<file path="src/rtl/secuenciador_mux_dd.sv">
// ---------------------------------------------------------------------------
// secuenciador_mux_dd
//
// Purpose:
//   Steps the 4-bit data-block selector (Selec_Mux_DD) through the block
//   sequence of one RTC access. One bus-transaction request is issued for
//   each selector value. The selector advances only after the transaction
//   generator acknowledges the current block.
//     write sequence : 0 (init), 1 (MS), 2 (cmd/transfer), 3..5 date, 6..8 time
//     read sequence  : IDX_LECTURA..ULTIMO_IDX (init and MS skipped)
//   While idle, the selector rests at IDX_REPOSO, which the enable decoder
//   maps to all enables low.
//
// Ports:
//   clk          in   system clock, rising edge
//   reset        in   synchronous, active-high reset
//   inicio       in   start request, sampled only while idle
//   escritura    in   mode latched with inicio (1 = write, 0 = read)
//   ack_trans    in   single-cycle acknowledge: current block is finished
//   Selec_Mux_DD out  registered data-block selector
//   req_trans    out  one-cycle request for the selected block
//   ocupado      out  high whenever the sequencer is not idle
//   fin          out  one-cycle pulse: sequence completed
//   error_to     out  one-cycle pulse: acknowledge timeout, sequence aborted
// ---------------------------------------------------------------------------
module secuenciador_mux_dd #(
    parameter logic [3:0]  ULTIMO_IDX  = 4'd8,
    parameter logic [3:0]  IDX_LECTURA = 4'd2,
    parameter logic [3:0]  IDX_REPOSO  = 4'hF,
    parameter logic [15:0] TIMEOUT     = 16'd1000
) (
    input  logic       clk,
    input  logic       reset,
    input  logic       inicio,
    input  logic       escritura,
    input  logic       ack_trans,
    output logic [3:0] Selec_Mux_DD,
    output logic       req_trans,
    output logic       ocupado,
    output logic       fin,
    output logic       error_to
);

    typedef enum logic [1:0] {
        REPOSO   = 2'd0,
        SOLICITA = 2'd1,
        ESPERA   = 2'd2,
        FIN      = 2'd3
    } estado_t;

    estado_t     r_estado;
    logic [3:0]  r_sel;
    logic [15:0] r_cnt;
    logic        r_modo_esc;
    logic        r_error_to;

    // First selector value of the running sequence, taken from the latched
    // mode so that later changes on escritura have no effect.
    logic [3:0]  w_idx_inicio;
    logic        w_avanza;
    logic        w_timeout;

    assign w_idx_inicio = r_modo_esc ? 4'd0 : IDX_LECTURA;

    // The selector steps only while it is inside the sequence window and
    // below the last block. This keeps it from wrapping. Any other value
    // closes the sequence instead of stepping.
    assign w_avanza  = (r_sel >= w_idx_inicio) && (r_sel < ULTIMO_IDX);
    assign w_timeout = (r_cnt == (TIMEOUT - 16'd1));

    always_ff @(posedge clk) begin
        if (reset) begin
            r_estado   <= REPOSO;
            r_sel      <= IDX_REPOSO;
            r_cnt      <= 16'd0;
            r_modo_esc <= 1'b0;
            r_error_to <= 1'b0;
        end else begin
            r_error_to <= 1'b0;
            case (r_estado)
                REPOSO: begin
                    if (inicio) begin
                        r_modo_esc <= escritura;
                        r_sel      <= escritura ? 4'd0 : IDX_LECTURA;
                        r_estado   <= SOLICITA;
                    end
                end

                // Single request cycle. Any acknowledge seen here belongs to
                // a previous transaction and is ignored.
                SOLICITA: begin
                    r_cnt    <= 16'd0;
                    r_estado <= ESPERA;
                end

                ESPERA: begin
                    r_cnt <= r_cnt + 16'd1;
                    // An acknowledge takes priority over a timeout that
                    // expires in the same cycle.
                    if (ack_trans) begin
                        if (w_avanza) begin
                            r_sel    <= r_sel + 4'd1;
                            r_estado <= SOLICITA;
                        end else begin
                            r_estado <= FIN;
                        end
                    end else if (w_timeout) begin
                        r_error_to <= 1'b1;
                        r_sel      <= IDX_REPOSO;
                        r_estado   <= REPOSO;
                    end
                end

                FIN: begin
                    r_sel    <= IDX_REPOSO;
                    r_estado <= REPOSO;
                end

                default: begin
                    r_sel    <= IDX_REPOSO;
                    r_estado <= REPOSO;
                end
            endcase
        end
    end

    // Outputs are decoded from registered state only, so they carry no
    // combinational path from the inputs.
    assign Selec_Mux_DD = r_sel;
    assign req_trans    = (r_estado == SOLICITA);
    assign ocupado      = (r_estado != REPOSO);
    assign fin          = (r_estado == FIN);
    assign error_to     = r_error_to;

endmodule

</file>
<file path="config.mk">
export PLATFORM = sky130hd
export DESIGN_NAME = secuenciador_mux_dd
export DESIGN_NICKNAME = d
export VERILOG_FILES = /design/src/rtl/secuenciador_mux_dd.sv
export SDC_FILE = /design/constraint.sdc
export NUM_CORES = 1
export LEC_CHECK = 0
export CAP_MARGIN = 5
export CORE_AREA = 2 2 54 56
export DETAILED_ROUTE_END_ITERATION = 12
export DIE_AREA = 0 0 56 58
export PLACE_DENSITY = 0.71
export SLEW_MARGIN = 25
export SYNTH_ARGS = -nofsm -noshare
export SYNTH_HDL_FRONTEND = slang
export SYNTH_SLANG_ARGS = --single-unit
export TNS_END_PERCENT = 5
</file>
<file path="constraint.sdc">
create_clock -name clk -period 1.7 [get_ports clk]
set_input_delay 0.34 -clock clk [delete_from_list [all_inputs] [get_ports clk]]
set_output_delay 0.34 -clock clk [all_outputs]
set_load 0.01 [all_outputs]
</file>
==> results.yml, run 1 <==
synth:
  synth_ff_type: "dfxtp_1"
  avgSynthCellArea_sq_um: 8.776
  async_flop_share: 0
  ys_ff_latch: 24
  syn_nets: 156
  synth_area_leaders: "dfxtp_1, ha_1, nor2_1"
  synthDistinctLibCells: 31
  synthesis.area_sq_um: 1255
  yosysTopAreaCell: "dfxtp_1"
  postSynthCellCount: 143
  synth-edff-count: 0
  ys_seq_area_frac: 0.3829
  synth_top_area_frac: 0.3829
  synth_warnings: 0
clocking:
  cts_tree: "done"
  ctsHoldBuffers: 0
  cts_root_buffer: "clkbuf_4"
  insertion_delay_ns: 0.32
  cts_made_buffers: 3
  h-tree-depth: 1
  cts_sinks: 24
  clkTransAtPathRegs_ns: 0.14
  clk_path_buf_depth: 2
timing:
  fmax_ghz: 0.5846
  period_needed_ns: 1.710
  drv_slew: 0
  period_share: 1.006
  fin_setup_tns_ns: -0.01562
  finalSetupViolCount: 2
  final-hold-violation-count: 0
  finalClockSkew_ns: 0.007054
  hold_ws_ns: 0.4757
  rsz0062_at_grt: "yes"
  worstMarginPinSlew_ns: 0.3129
  max-slew-margin-rel: 0.7914
  layout_setup_ws_ns: -0.01043
global_route:
  track_usage: 0.1899
  grt-ovfl-total: 0
  grt_max_degree: 17
  grt_pass1_wl_um: 4885
  antenna_found_initial: 0
  grt_pass1_vias: 1122
layout:
  layoutNonFillerInstCount: 203
  final_cell_mix: "nor2_1, dfxtp_1, buf_4"
  drive_above_1_share: 0.2384
  syn2layout_area_growth_pct: 28.42
  fin_area_sq_um: 1612
  fill_cells: 239
  n_antenna_cell: 0
  utilization: 0.6053
  nets: 186
  final_common_cell: "nor2_1"
detailed_routing:
  wl_per_cell_um: 13.32
  drtPass1Iterations: 4
  drc: 0
  vias: 1079
  antenna_left: 0
  drt-total-wl_um: 2704
  drtIter0Drc: 19
  routed_via_density: 5.315
hold_path:
  worstHoldStart: "r_modo_esc"
  hold_path_class: "reg -> reg"
  min_path_cells: 2
  min_to: "r_modo_esc"
die:
  dieArea_sq_um: 3248
  io_pins: 13
  initial_core_util: 0.4713
  die_x_um: 56
  core-area_sq_um: 2663
  rows: 19
  die_h_um: 58
critical_path:
  crit_required_ns: 1.95
  cp-end-kind: "flip-flop"
  path_class: "reg -> reg"
  ff2ff_path_depth: 6
  ff2ff_setup_slack_ns: -0.01
  reg2reg_to: "Selec_Mux_DD[0]"
  path_max_fanout: 4
  critPathArrivalTime_ns: 1.96
  r2r-start: "r_cnt[0]"
  startpoint_type: "flip-flop"
power:
  comb_power_share: 0.344
  power.total_mw: 1.668
  switching_share: 0.3110
  p_seq_frac: 0.409
  ir_drop_mv: 0.6441
  cellLeakagePower_nw: 0.6425
  p_per_area_nw_per_um2: 1035
  p_sw_mw: 0.5188
  clock_power_share: 0.247
  p_int_mw: 1.150
placed_design:
  dp.cells: 198
  gp_congestion: 0.8241
  dp_hpwl_um: 2072
  place_area_sq_um: 1535
  dp_slack_ns: -0.1753
  io_buffers: 12
flow_run:
  cap_violations: 0
status:
  violations: "negative setup slack"
  status: "finished, violations left"
## power groups by stage
stage / combinational [mW] / clock [mW] / sequential, mW
final: 0.574 / 0.412 / 0.682
after global routing: 0.646 / 0.442 / 0.689
after CTS: 0.576 / 0.424 / 0.680
after detailed placement: 0.567 / 0 / 0.688
after global placement: 0.545 / 0 / 0.682
after floorplan: 0.329 / 0 / 0.700
## cells by family after synthesis
group / synth area share
buffers and inverters: 0.03689
flip-flops: 0.3829
AND/OR/NAND/NOR: 0.2792
adder cells (fa/ha/maj): 0.07976
XOR/XNOR: 0.1117
multiplexers: 0.03988
AO/OA/AOI/OAI: 0.06980
## how the worst max path moves through the flow
stage / to / start / slack (ns) / cells past startpoint
5_1_grt: Selec_Mux_DD[1] / r_cnt[0] / -0.12 / 6
2_1_floorplan: r_cnt[13] / r_estado[1] / -0.0001 / 7
3_3_place_gp: Selec_Mux_DD[3] / ack_trans / -0.1 / 6
4_1_cts: Selec_Mux_DD[1] / r_cnt[12] / -0.04 / 5
6_report: Selec_Mux_DD[0] / r_cnt[0] / -0.01 / 6
3_5_place_dp: Selec_Mux_DD[1] / ack_trans / -0.18 / 6
## flip-flops by register name, indices dropped and copies added (netlist names)
name	count
r_cnt	16
Selec_Mux_DD	4
r_estado	2
error_to	1
r_modo_esc	1
## metal layers
layer,up-vias,GRT usage,part of all wire
met1,507,0.2371,0.48
li1,548,-,-
met2,20,0.3311,0.47
met4,0,0.08503,0.014
met5,-,0,0
met3,4,0.02232,0.028
## worst max-delay path: stages, from the launching register on
cell and delay [ns]:
dfxtp_2 0.38, ha_4 0.13, and4b_1 0.23, a41oi_2 0.15, or2_4 0.29, nor3_4 0.24, mux2i_1 0.23
## cells in the mapped netlist (all sizes together), types with 3 or more instances
cell type / number
nor3: 8
ha: 8
nor2: 24
nand2: 10
nand3: 6
a21oi: 5
xor2: 9
xnor2: 7
dfxtp: 24
mux2i: 5
a211oi: 3
inv: 9
nand4: 6
## cell type report
cell class | count | area, sq um | share of cell area
clock buffer | 3 | 22.52 | 0.01398
sequential | 24 | 489.2 | 0.3036
timing repair buffer | 28 | 237.7 | 0.1475
clock inverter | 1 | 30.03 | 0.01863
inverter | 9 | 33.78 | 0.02096
multi-input combinational | 107 | 759.5 | 0.4713
tap | 31 | 38.79 | 0.02407
## timing repair
| item | 4_1_cts | 5_1_grt |
|---|---|---|
| buffers inserted | 1 | 0 |
| pin swaps | 2 | 2 |
| endpoints found under the setup margin | 8 | 15 |
| cloned | 0 | 0 |
| resized for setup | 8 | 5 |
Note: power is estimated with default switching activity, not from simulation.
==> inputs of run 2 (changes only) <==
--- a/config.mk
+++ b/config.mk
@@ -9,6 +9,7 @@
 export CORE_AREA = 2 2 54 56
 export DETAILED_ROUTE_END_ITERATION = 12
 export DIE_AREA = 0 0 56 58
+export GPL_ROUTABILITY_DRIVEN = 0
 export PLACE_DENSITY = 0.71
 export SLEW_MARGIN = 25
 export SYNTH_ARGS = -nofsm -noshare
==> results of run 2 <==
Final layout, timing and power as in run 1 (identical DEF).
==> inputs of run 3 (changes only) <==
--- a/config.mk
+++ b/config.mk
@@ -11,6 +11,7 @@
 export DIE_AREA = 0 0 56 58
 export GPL_ROUTABILITY_DRIVEN = 0
 export PLACE_DENSITY = 0.71
+export REMOVE_ABC_BUFFERS = 1
 export SLEW_MARGIN = 25
 export SYNTH_ARGS = -nofsm -noshare
 export SYNTH_HDL_FRONTEND = slang
==> run 3 against run 2 <==
The run still ends with negative setup slack left. Critical path depth is the same. Non-clock buffer count rose by 5. Core utilization up 1.1 points. Via count is 0.93% higher. Sequential power grew 0.7%. Clock power up 2%. Worst setup slack better by 0.0042 ns. Highest routed layer unchanged. Register-to-register slack barely moved. Combinational power fell by 0.7%. Global-route usage shrank 0.59 points. Worst hold slack lost 0.0030 ns. Sequential cell count stayed put.
==> results.yml, run 3 (synthesized netlist as in run 1, its figures left out) <==
timing:
  drv_slew: 0
  layout_setup_ws_ns: -0.006222
  period_needed_ns: 1.706
  finalSetupViolCount: 3
  finalClockSkew_ns: 0.003639
  worstMarginPinSlew_ns: 0.2971
  fmax_ghz: 0.5861
  final-hold-violation-count: 0
  rsz0062_at_grt: "yes"
  max-slew-margin-rel: 0.8013
  period_share: 1.004
layout:
  ff_latch_area_sq_um: 490.5
  n_antenna_cell: 0
  multiInputGateArea_sq_um: 754.5
  largest_register: "r_cnt"
  largest_reg_flops: 16
  final_common_cell: "nor2_1"
  layoutNonFillerInstCount: 208
  fill_cells: 236
  drive_above_1_share: 0.2542
  fin_area_sq_um: 1642
  syn2layout_area_growth_pct: 30.81
  utilization: 0.6165
  final_cell_mix: "nor2_1, buf_4, dfxtp_1"
  nets: 191
clocking:
  cts_tree: "done"
  cts_root_buffer: "clkbuf_4"
  postCtsSetupBuffers: 0
  h-tree-depth: 1
  insertion_delay_ns: 0.32
  cts_made_buffers: 3
  ctsHoldBuffers: 0
  clk_path_buf_depth: 2
  clkTransAtPathRegs_ns: 0.14
  cts_sinks: 24
global_route:
  grt_pass1_wl_um: 4754
  antenna_found_initial: 0
  grt_max_degree: 17
  grt-ovfl-total: 0
  track_usage: 0.1840
  grt_pass1_vias: 1112
power:
  p_sw_mw: 0.5172
  comb_power_share: 0.340
  switching_share: 0.3083
  p_per_area_nw_per_um2: 1022
  ir_drop_mv: 0.7957
  p_seq_frac: 0.410
  clock_power_share: 0.251
  p_int_mw: 1.160
  cellLeakagePower_nw: 0.6642
placed_design:
  dp.cells: 204
  place_area_sq_um: 1559
  dp_hpwl_um: 2016
  io_buffers: 12
  dp_slack_ns: -0.1688
die:
  dieArea_sq_um: 3248
  die_x_um: 56
  rows: 19
  core-area_sq_um: 2663
  die_h_um: 58
  io_pins: 13
  initial_core_util: 0.4713
critical_path:
  cp-end-kind: "flip-flop"
  critPathArrivalTime_ns: 1.97
  cpPeakStageDelay_ns: 0.38
  crit_required_ns: 1.96
  path_class: "reg -> reg"
  crit_slowest_cell: "dfxtp_2"
  startpoint_type: "flip-flop"
  crit_path_cell_trace: "ha_4 -> and4b_1 -> a41oi_2 -> or2_4 -> nor3_4 -> mux2i_1"
  path_max_fanout: 4
hold_path:
  hold_path_class: "reg -> reg"
detailed_routing:
  route.met3.wl_um: 74
  wl_per_cell_um: 12.56
  antenna_left: 0
  vias: 1089
  highest_layer: "met4"
  drtIter0Drc: 43
  drt-total-wl_um: 2613
  drc: 0
  dr_wl_met2_um: 1279
  drtPass1Iterations: 4
  m1WireLength_um: 1195
  routed_via_density: 5.236
status:
  violations: "negative setup slack"
  status: "finished, violations left"
flow_run:
  cap_violations: 0
-- run 3: cell type report --
cell class              count  area share
multi-input cells         107      0.4596
flip-flops and latches     24      0.2988
repair buffers             33      0.1654
well taps                  31     0.02363
inverters                   9     0.02058
clock inverters             1     0.01829
clock buffers               3     0.01372
-- run 3: timing repair --
item	in CTS	in global routing
pin swaps	1	2
resized for setup	10	11
endpoints found under the setup margin	13	28
-- run 3: power by group through the flow --
stage	Combinational (mW)	Sequential [mW]	Clock [mW]
6_report	0.570	0.687	0.420
5_1_grt	0.642	0.698	0.460
3_3_place_gp	0.563	0.682	0
3_5_place_dp	0.578	0.688	0
4_1_cts	0.572	0.681	0.433
2_1_floorplan	0.313	0.697	0
-- run 3: worst max-delay path, delay by kind of cell, from the launching register on --
kind	cells	cell delay, ns
AOI/OAI and AO/OA	1	0.14
adders and majority gates	1	0.13
DFF	1	0.38
muxes	1	0.21
and+or+nand+nor	3	0.78
-- run 3: final timing paths --
kind,startpoint,end,slack (ns),depth (start not counted)
max reg2reg,r_cnt[0],Selec_Mux_DD[3],-0.006,6
min,r_modo_esc,r_modo_esc,0.47,2
max,r_cnt[0],Selec_Mux_DD[3],-0.006,6
min reg2reg,r_modo_esc,r_modo_esc,0.47,2
-- run 3: per-stage QoR --
stage                     hold slack [ns]  setup TNS [ns]  total power, mW
after floorplan                    0.4091         -0.4532            1.010
after global placement             0.4442         -0.7043            1.245
after detailed placement           0.4578         -0.9362            1.265
after CTS                          0.4765         -0.2247            1.686
after global routing               0.5141         -0.8479            1.801
final                              0.4727        -0.01411            1.677
-- run 3: layer usage --
layer / track usage / vias up
li1: - / 552
met1: 0.2264 / 508
met2: 0.3143 / 21
met3: 0.02902 / 8
met4: 0.09184 / 0
met5: 0 / -
